**config.mk**
```make
export PLATFORM = sky130hd
export DESIGN_NAME = r_pipe_hazard_ctrl_flat
export DESIGN_NICKNAME = d
export VERILOG_FILES = /design/src/rtl/r_pipe_hazard_ctrl_if.sv /design/src/rtl/r_pipe_hazard_ctrl.sv /design/src/flat_wrapper.sv
export SDC_FILE = /design/constraint.sdc
export NUM_CORES = 1
export LEC_CHECK = 0
export CAP_MARGIN = 30
export CORE_MARGIN = 4
export CORE_UTILIZATION = 43
export DETAILED_ROUTE_END_ITERATION = 12
export GPL_ROUTABILITY_DRIVEN = 1
export PLACE_DENSITY = 0.85
export SYNTH_ARGS = -nofsm -noshare
export SYNTH_HDL_FRONTEND = slang
export SYNTH_SLANG_ARGS = --single-unit
```
**constraint.sdc**
```tcl
create_clock -name clk -period 5.7 [get_ports clk]
set_input_delay 1.71 -clock clk [delete_from_list [all_inputs] [get_ports clk]]
set_output_delay 1.71 -clock clk [all_outputs]
set_load 0.01 [all_outputs]
```
**src/rtl/r_pipe_hazard_ctrl_if.sv**
```systemverilog
// Signal bundle between the pipeline datapath and r_pipe_hazard_ctrl.
// The datapath drives the ID-stage fields and PC; the controller answers with enables and status.
interface r_pipe_hazard_ctrl_if #(
  parameter int REG_AW = 5,
  parameter int PC_W   = 32
);
  logic              start;
  logic [PC_W-1:0]   pc;
  // id_valid qualifies id_rs/id_rt/id_rd/id_we/id_uses_rt in the same cycle; the ID slot is
  // consumed only when idex_bubble is low, otherwise it is held (ifid_en low) or replaced.
  logic              id_valid;
  logic [REG_AW-1:0] id_rs;
  logic [REG_AW-1:0] id_rt;
  logic [REG_AW-1:0] id_rd;
  logic              id_we;
  logic              id_uses_rt;
  logic              pc_en;
  logic              ifid_en;
  logic              idex_bubble;
  logic              stall;
  logic              busy;
  logic              done;

  modport master (
    output start, pc, id_valid, id_rs, id_rt, id_rd, id_we, id_uses_rt,
    input  pc_en, ifid_en, idex_bubble, stall, busy, done
  );

  modport slave (
    input  start, pc, id_valid, id_rs, id_rt, id_rd, id_we, id_uses_rt,
    output pc_en, ifid_en, idex_bubble, stall, busy, done
  );
endinterface

```
**src/rtl/r_pipe_hazard_ctrl.sv**
```systemverilog
// RAW hazard scoreboard and start/run/drain/done sequencer for a 5-stage no-forwarding pipeline.
// Optional PERF_CNT_EN adds saturating stall and retire counters.
module r_pipe_hazard_ctrl #(
  parameter int          REG_AW   = 5,
  parameter int          PC_W     = 32,
  parameter int unsigned PC_LIMIT = 124
) (
  input  logic                 clk,
  input  logic                 rst_n,
  r_pipe_hazard_ctrl_if.slave  bus,
  output logic [1:0]           dbg_state
`ifdef PERF_CNT_EN
  ,
  output logic [31:0]          stall_cnt,
  output logic [31:0]          retire_cnt
`endif
);
  typedef enum logic [1:0] {
    S_IDLE  = 2'd0,
    S_RUN   = 2'd1,
    S_DRAIN = 2'd2,
    S_DONE  = 2'd3
  } state_e;

  state_e            state_q, state_d;
  logic [2:0]        sb_v_q, sb_v_d;      // index 0 = EX, 1 = MEM, 2 = WB
  logic [REG_AW-1:0] sb_rd_q [3];
  logic [REG_AW-1:0] sb_rd_d [3];
  logic              busy, hazard, match_rs, match_rt, issue, issue_wr, at_limit;

  assign at_limit = bus.pc >= PC_W'(PC_LIMIT);

  // WB still counts as in flight: the register file is written on the same edge ID would leave.
  always_comb begin
    busy     = (state_q == S_RUN) || (state_q == S_DRAIN);
    match_rs = 1'b0;
    match_rt = 1'b0;
    for (int i = 0; i < 3; i++) begin
      if (sb_v_q[i] && (sb_rd_q[i] == bus.id_rs)) match_rs = 1'b1;
      if (sb_v_q[i] && (sb_rd_q[i] == bus.id_rt)) match_rt = 1'b1;
    end
    hazard   = busy && bus.id_valid &&
               ((match_rs && (bus.id_rs != '0)) ||
                (bus.id_uses_rt && match_rt && (bus.id_rt != '0)));
    issue    = busy && bus.id_valid && !hazard;
    issue_wr = issue && bus.id_we && (bus.id_rd != '0);
  end

  always_comb begin
    sb_v_d     = {sb_v_q[1:0], issue_wr};
    sb_rd_d[0] = issue_wr ? bus.id_rd : '0;
    sb_rd_d[1] = sb_rd_q[0];
    sb_rd_d[2] = sb_rd_q[1];
  end

  always_comb begin
    state_d     = state_q;
    bus.pc_en   = 1'b0;
    bus.ifid_en = 1'b0;
    case (state_q)
      S_IDLE: begin
        if (bus.start) state_d = S_RUN;
      end
      S_RUN: begin
        bus.pc_en   = !hazard;
        bus.ifid_en = !hazard;
        if (at_limit) state_d = S_DRAIN;
      end
      S_DRAIN: begin
        bus.ifid_en = !hazard;
        if (!bus.id_valid && (sb_v_q == 3'b000)) state_d = S_DONE;
      end
      default: begin
        state_d = S_DONE;
      end
    endcase
  end

  always_ff @(posedge clk or negedge rst_n) begin
    if (!rst_n) begin
      state_q <= S_IDLE;
      sb_v_q  <= 3'b000;
      for (int i = 0; i < 3; i++) sb_rd_q[i] <= '0;
    end else begin
      state_q <= state_d;
      sb_v_q  <= sb_v_d;
      for (int i = 0; i < 3; i++) sb_rd_q[i] <= sb_rd_d[i];
    end
  end

  assign bus.stall       = hazard;
  assign bus.idex_bubble = !busy || hazard || !bus.id_valid;
  assign bus.busy        = busy;
  assign bus.done        = (state_q == S_DONE);
  assign dbg_state       = state_q;

`ifdef PERF_CNT_EN
  // Non-writing issues never enter the scoreboard, so a parallel shift tracks them to WB.
  logic [2:0]  ret_q, ret_d;
  logic [31:0] stall_cnt_q, stall_cnt_d, retire_cnt_q, retire_cnt_d;

  always_comb begin
    ret_d        = {ret_q[1:0], issue && !issue_wr};
    stall_cnt_d  = stall_cnt_q;
    retire_cnt_d = retire_cnt_q;
    if ((state_q == S_IDLE) && bus.start) begin
      stall_cnt_d  = '0;
      retire_cnt_d = '0;
    end else if (state_q != S_DONE) begin
      if (hazard && (stall_cnt_q != '1)) stall_cnt_d = stall_cnt_q + 32'd1;
      if ((sb_v_q[2] || ret_q[2]) && (retire_cnt_q != '1)) retire_cnt_d = retire_cnt_q + 32'd1;
    end
  end

  always_ff @(posedge clk or negedge rst_n) begin
    if (!rst_n) begin
      ret_q        <= 3'b000;
      stall_cnt_q  <= '0;
      retire_cnt_q <= '0;
    end else begin
      ret_q        <= ret_d;
      stall_cnt_q  <= stall_cnt_d;
      retire_cnt_q <= retire_cnt_d;
    end
  end

  assign stall_cnt  = stall_cnt_q;
  assign retire_cnt = retire_cnt_q;
`endif
endmodule

```
**src/flat_wrapper.sv**
```systemverilog
// flat-port wrapper written by rule: the top's interface ports become plain ports
module r_pipe_hazard_ctrl_flat 
#(
  parameter int          REG_AW   = 5,
  parameter int          PC_W     = 32,
  parameter int unsigned PC_LIMIT = 124
)
  (clk, rst_n, dbg_state, bus_start, bus_pc, bus_id_valid, bus_id_rs, bus_id_rt, bus_id_rd, bus_id_we, bus_id_uses_rt, bus_pc_en, bus_ifid_en, bus_idex_bubble, bus_stall, bus_busy, bus_done);
  r_pipe_hazard_ctrl_if #(.REG_AW(REG_AW), .PC_W(PC_W)) bus_i ();
  input  logic clk;
  input  logic rst_n;
  output logic [1:0] dbg_state;
  input wire logic [$bits(bus_i.start)-1:0] bus_start;
  input wire logic [$bits(bus_i.pc)-1:0] bus_pc;
  input wire logic [$bits(bus_i.id_valid)-1:0] bus_id_valid;
  input wire logic [$bits(bus_i.id_rs)-1:0] bus_id_rs;
  input wire logic [$bits(bus_i.id_rt)-1:0] bus_id_rt;
  input wire logic [$bits(bus_i.id_rd)-1:0] bus_id_rd;
  input wire logic [$bits(bus_i.id_we)-1:0] bus_id_we;
  input wire logic [$bits(bus_i.id_uses_rt)-1:0] bus_id_uses_rt;
  output wire logic [$bits(bus_i.pc_en)-1:0] bus_pc_en;
  output wire logic [$bits(bus_i.ifid_en)-1:0] bus_ifid_en;
  output wire logic [$bits(bus_i.idex_bubble)-1:0] bus_idex_bubble;
  output wire logic [$bits(bus_i.stall)-1:0] bus_stall;
  output wire logic [$bits(bus_i.busy)-1:0] bus_busy;
  output wire logic [$bits(bus_i.done)-1:0] bus_done;
  assign bus_i.start = bus_start;
  assign bus_i.pc = bus_pc;
  assign bus_i.id_valid = bus_id_valid;
  assign bus_i.id_rs = bus_id_rs;
  assign bus_i.id_rt = bus_id_rt;
  assign bus_i.id_rd = bus_id_rd;
  assign bus_i.id_we = bus_id_we;
  assign bus_i.id_uses_rt = bus_id_uses_rt;
  assign bus_pc_en = bus_i.pc_en;
  assign bus_ifid_en = bus_i.ifid_en;
  assign bus_idex_bubble = bus_i.idex_bubble;
  assign bus_stall = bus_i.stall;
  assign bus_busy = bus_i.busy;
  assign bus_done = bus_i.done;
  r_pipe_hazard_ctrl #(.REG_AW(REG_AW), .PC_W(PC_W), .PC_LIMIT(PC_LIMIT)) u_core (.clk(clk), .rst_n(rst_n), .bus(bus_i), .dbg_state(dbg_state));
endmodule
```
[Yosys cells after proc, flatten, opt, wreduce, memory -nomap -nowiden]
Index checks and enable logic that the tools add are counted.
Word-level totals
  bits of input ports: 53
  flip-flop bits (word level): 20
  logic and storage cells: 60
  output and inout bits: 8
Operators by class
  eq/ne operators: 12
  multiplexer cells: 13
  magnitude comparators: 1
  reduce and logical (&&, ||, !) cells: 29
Operators by type and width (number)
  $ge 32x7->1 const B: 1
  $eq 5x5->1: 6
  $logic_and 1x1->1: 15
  $reduce_bool 5->1: 3
  $mux 1: 8
  $mux 2: 3
  $pmux 2 s3: 1
  $mux 5: 1
  $eq 2x2->1 const B: 2
  $logic_or 1x1->1: 4
  $ne 2x2->1 const B: 2
  $logic_not 1->1: 3
  $logic_not 3->1: 1
  $reduce_and 3->1: 1
  $eq 2x1->1 const B: 1
  $logic_not 2->1: 1
  $ne 2x1->1 const B: 1
  $reduce_or 2->1: 1

[Depth between registers and ports, before layout]
  depth in word-level cells: 14
  mapped depth: 7
  gate-level depth less buffers: 7

[Worst setup path before layout]
No wires, ideal clock.
  path kind: in2out
  from: input bus_id_rt[1]
  to: output bus_idex_bubble
  setup slack: 1.066 ns
  required time: 3.990 ns
  cell stages on the path: 5
  arrival: 2.924 ns
  buffers on the path: 0
  path through: or4_1 -> o21a_1 -> clkinv_2 -> a31oi_4 -> or3_1
Between the ends
  word-level cells in the longest chain between the ends: 11
  elaborated cells between the ends (all ways): 16
  classes of those cells: eq/ne: 3; mux: 3; reduce/logical: 10
Ends and longest elaborated chain
  start, declared: RTL line flat_wrapper.sv:17  | input wire logic [$bits(bus_i.id_rt)-1:0] bus_id_rt;
  $eq 5x5->1: RTL line r_pipe_hazard_ctrl.sv:40  | if (sb_v_q[i] && (sb_rd_q[i] == bus.id_rt)) match_rt = 1'b1;
  $logic_and 1x1->1: RTL line r_pipe_hazard_ctrl.sv:40
  $mux 1 (3 in a row): RTL line r_pipe_hazard_ctrl.sv:40
  $logic_and 1x1->1: RTL line r_pipe_hazard_ctrl.sv:44  | (bus.id_uses_rt && match_rt && (bus.id_rt != '0)));
  $logic_and 1x1->1 (*): RTL line r_pipe_hazard_ctrl.sv:44
  $logic_or 1x1->1 (*): RTL line r_pipe_hazard_ctrl.sv:43  | ((match_rs && (bus.id_rs != '0)) ||
  $logic_and 1x1->1 (*): RTL line r_pipe_hazard_ctrl.sv:42  | hazard = busy && bus.id_valid &&
  $logic_or 1x1->1 (*) (2 in a row): RTL line r_pipe_hazard_ctrl.sv:92  | assign bus.idex_bubble = !busy || hazard || !bus.id_valid;
  end, declared: RTL line flat_wrapper.sv:23  | output wire logic [$bits(bus_i.idex_bubble)-1:0] bus_idex_bubble;
Every way passes the cells marked *; elsewhere a longest branch is shown, timed or not.

[Worst setup path in the final report]
  from: input bus_id_rt[3]
  to: output bus_idex_bubble
Same word-level chain as after synthesis.

==> impl_results.md <==
* Run status: completed
* Final WL at between 3000 and 4000 µm
* Largest net degree at the start of global routing at 21
* Initial antenna violation count at 0
* Sequential share of power at 0.445
* CTS tree: built
* Layout cells sized above 1 at 0.08808
* Chip height at approximately 62 µm
* Async S/R FF share, synth at 1.000
* Main synth FF type: dfrtp_1
* Worst-margin pin slew at a little under 0.9 ns
* Slew margin rel. at 0.4150
* N_diodes at 0
* CP Launch Type: primary input
* Core footprint at 2758 µm²
* Overflow left after global routing at 0
* Clock group share of total power at 0.371
* Drt drc at 0
* Count of final setup violators at 0
* Die area at 3793 µm²
* Sw Ratio at 0.2134
* Total Routing Usage GR at 0.1949
* Mapped Area at about 1200 µm²
* Die W at 61.59 µm
* Max Root-Sink Buffers at 2
* Min Tclk post-route at roughly 5.6 ns
* Critical path type: in2out
* Layout overhead on the synthesized area at 61.30%
* Initial core utilization at 0.4478
* Initial drt markers at 41
* Leakage power at a little over 0.9 nW
* Most frequent cell after synthesis: xor2_1
* Seq/Total Area, Yosys at 0.4053
* Final hold violation count at 0
* Pwr/cell area at around 160 nW/µm²
* DR vias at about 1200
* Clk sinks at 20
* Port Buffers at 58
* H-Tree Depth at 1
* WHS at 0.4394 ns
* Comb pwr share at 0.184
* Most instantiated cells after synthesis: xor2_1 (24), dfrtp_1 (20), nor4_1 (16), nand2_1 (11), nand3_1 (9)
* Post-DP HPWL at ~3000 µm
* Final Cycle Share at 0.9901
* CTS Buf Count at 3
* Max Clk Rate at 0.1772 GHz
* Post-Synthesis Cells at 123
* Placed Area at 1907 µm²
* Worst skew pair latency at slightly above 0.3 ns
* #FFs+latches synth at 20
* Hold crit path type: reg2reg
* Post-route ant nets at 0
* Clock Root Buffer: clkbuf_4
* Net Sw Power at just under 70 µW
* Pint at between 200 and 300 µW
* Synthesized area per cell at around 10 µm²
* Yosys top cell by area: dfrtp_1
* CTS clk-pin slew, worst paths at 0.11 ns
* Area contributors post-synth: dfrtp_1 (41%), xor2_1 (17%), nor4_1 (8.1%), ha_1 (6.1%), xnor2_1 (4.3%)
* CP required at 3.99 ns
* Number of global-route vias before repair at between 1000 and 1500
* Max cap viols at 0
* Fillcell total at just over 200
* First-pass GRT wire length at about 5400 µm
* DR WL/cell at between 15 and 20 µm
* Final clock skew at ~0.0077 ns
* Unique masters post-synth at 28
* Top-area cell type share of the netlist area at 0.4053
* Drt via density at between 5 and 6
* Gpl congestion at 0.8545
* Final nets at around 250
* Layout Cells excl Fill at around 220
* Slew Limit Fails at 0
* Critical Path Fanout Max at 3
* Post-synth EDFFs at 0
* Worst path arrival time at approximately 4 ns
* Crit end category: output port
* Placed Cells at about 220
* Flop-to-flop setup slack at 3.74 ns
* Cell area after layout at 1992 µm²
* Hold buffers post-CTS at 0
* Final core utilization at 0.7223
* Initial DRT Pass Iterations at 4
* Cell Rows at 19
* Mapped Nets at ~180
* Ports at around 60
* Ys Warns at 0
* Max IR drop VDD at approximately 170 µV
==> repair_timing <==
action	4_1_cts	5_1_grt
buffers inserted	0	1
resized for setup	0	7
setup endpoints to repair	0	4
==> sequential cells by signal, summed over array words and instances, names as in the netlist <==
register,count
u_core.dbg_state,2
u_core.sb_rd_d,10
u_core.sb_rd_q,5
u_core.sb_v_q,3
==> per-layer routing <==
metal  part of all wire  track usage
met1               0.39       0.2331
met2               0.55       0.3438
met3              0.045      0.03145
met4              0.015      0.08182
met5                  0            0
==> through the flow <==
step | setup TNS [ns] | power [mW] | worst slack (ns)
after floorplan | 0 | 0.1566 | 1.066
after global placement | 0 | 0.2015 | 0.03477
after detailed placement | 0 | 0.2031 | 0.02841
after CTS | 0 | 0.3195 | 0.01678
after global routing | -0.02517 | 0.3310 | -0.02517
final | 0 | 0.3187 | 0.05617
==> cell usage in the layout (no fill, tap or decap) <==
master | synthesis | final
a211oi_1 | 1 | 1
a21o_1 | 1 | 1
a311oi_1 | 2 | 1
a311oi_2 | 0 | 1
a31oi_1 | 1 | 1
a31oi_2 | 1 | 1
a31oi_4 | 1 | 1
and2_1 | 1 | 1
buf_4 | 0 | 8
bufinv_16 | 0 | 1
clkbuf_4 | 0 | 3
clkdlybuf4s50_1 | 0 | 53
clkinv_2 | 1 | 1
dfrtp_1 | 20 | 20
dlymetal6s2s_1 | 0 | 5
ha_1 | 6 | 6
inv_1 | 4 | 4
nand2_1 | 11 | 11
nand2b_1 | 1 | 1
nand3_1 | 9 | 9
nand4_1 | 1 | 1
nor2_1 | 4 | 4
nor3_1 | 2 | 2
nor4_1 | 16 | 15
nor4_2 | 0 | 1
nor4b_1 | 1 | 1
o2111ai_1 | 1 | 1
o21a_1 | 1 | 1
o21ai_0 | 2 | 2
o311ai_1 | 1 | 1
o41ai_1 | 1 | 1
or3_1 | 1 | 1
or4_1 | 2 | 2
xnor2_1 | 6 | 6
xor2_1 | 24 | 24
==> worst max-delay path, cell delays in order <==
cell,delay (ns)
clkdlybuf4s50_1,0.48
xor2_1,0.18
nor4_2,0.28
nand3_1,0.21
buf_4,0.20
a31oi_4,0.19
or3_1,0.14
clkdlybuf4s50_1,0.53
==> worst paths after layout <==
check                                                   to  cells past startpoint                             from
setup reg to reg           u_core.dbg_state[1]$_DFFE_PN0P_                      6  u_core.dbg_state[1]$_DFFE_PN0P_
hold / removal                  u_core.sb_v_q[2]$_DFF_PN0_                      0       u_core.sb_v_q[1]$_DFF_PN0_
min in group asynchronous      u_core.sb_rd_d[0]$_DFF_PN0_                      1                            rst_n
max in group asynchronous      u_core.sb_rd_q[1]$_DFF_PN0_                      1                            rst_n
hold reg to reg                 u_core.sb_v_q[2]$_DFF_PN0_                      0       u_core.sb_v_q[1]$_DFF_PN0_
setup / recovery                           bus_idex_bubble                      8                     bus_id_rt[3]
==> cell families after synthesis <==
kind of cell | after synthesis | share of synthesized area
XOR/XNOR | 30 | 0.2128
AO/OA/AOI/OAI | 13 | 0.09424
AND/OR/NAND/NOR | 49 | 0.2107
flip-flops | 20 | 0.4053
adder cells (fa/ha/maj) | 6 | 0.06079
buffers and inverters | 5 | 0.01620
==> area by class of cell <==
type                            count  area (µm²)  share of cell area
Inverter                            5       20.02             0.01005
Tap cell                           31       38.79             0.01947
Timing Repair Buffer               66       653.1              0.3279
Sequential cell                    20       500.5              0.2513
Clock inverter                      1       30.03             0.01508
Clock buffer                        3       22.52             0.01131
Multi-Input combinational cell     98       726.9              0.3649
==> power groups by stage <==
stage / clock, mW / combinational, mW / sequential [mW]
floorplan: 0 / 0.0120 / 0.145
global placement: 0 / 0.0569 / 0.145
detailed placement: 0 / 0.0585 / 0.145
CTS: 0.119 / 0.0590 / 0.142
global route: 0.126 / 0.0631 / 0.142
finish: 0.118 / 0.0588 / 0.142
No activity file was read; power rests on OpenSTA's default activity.
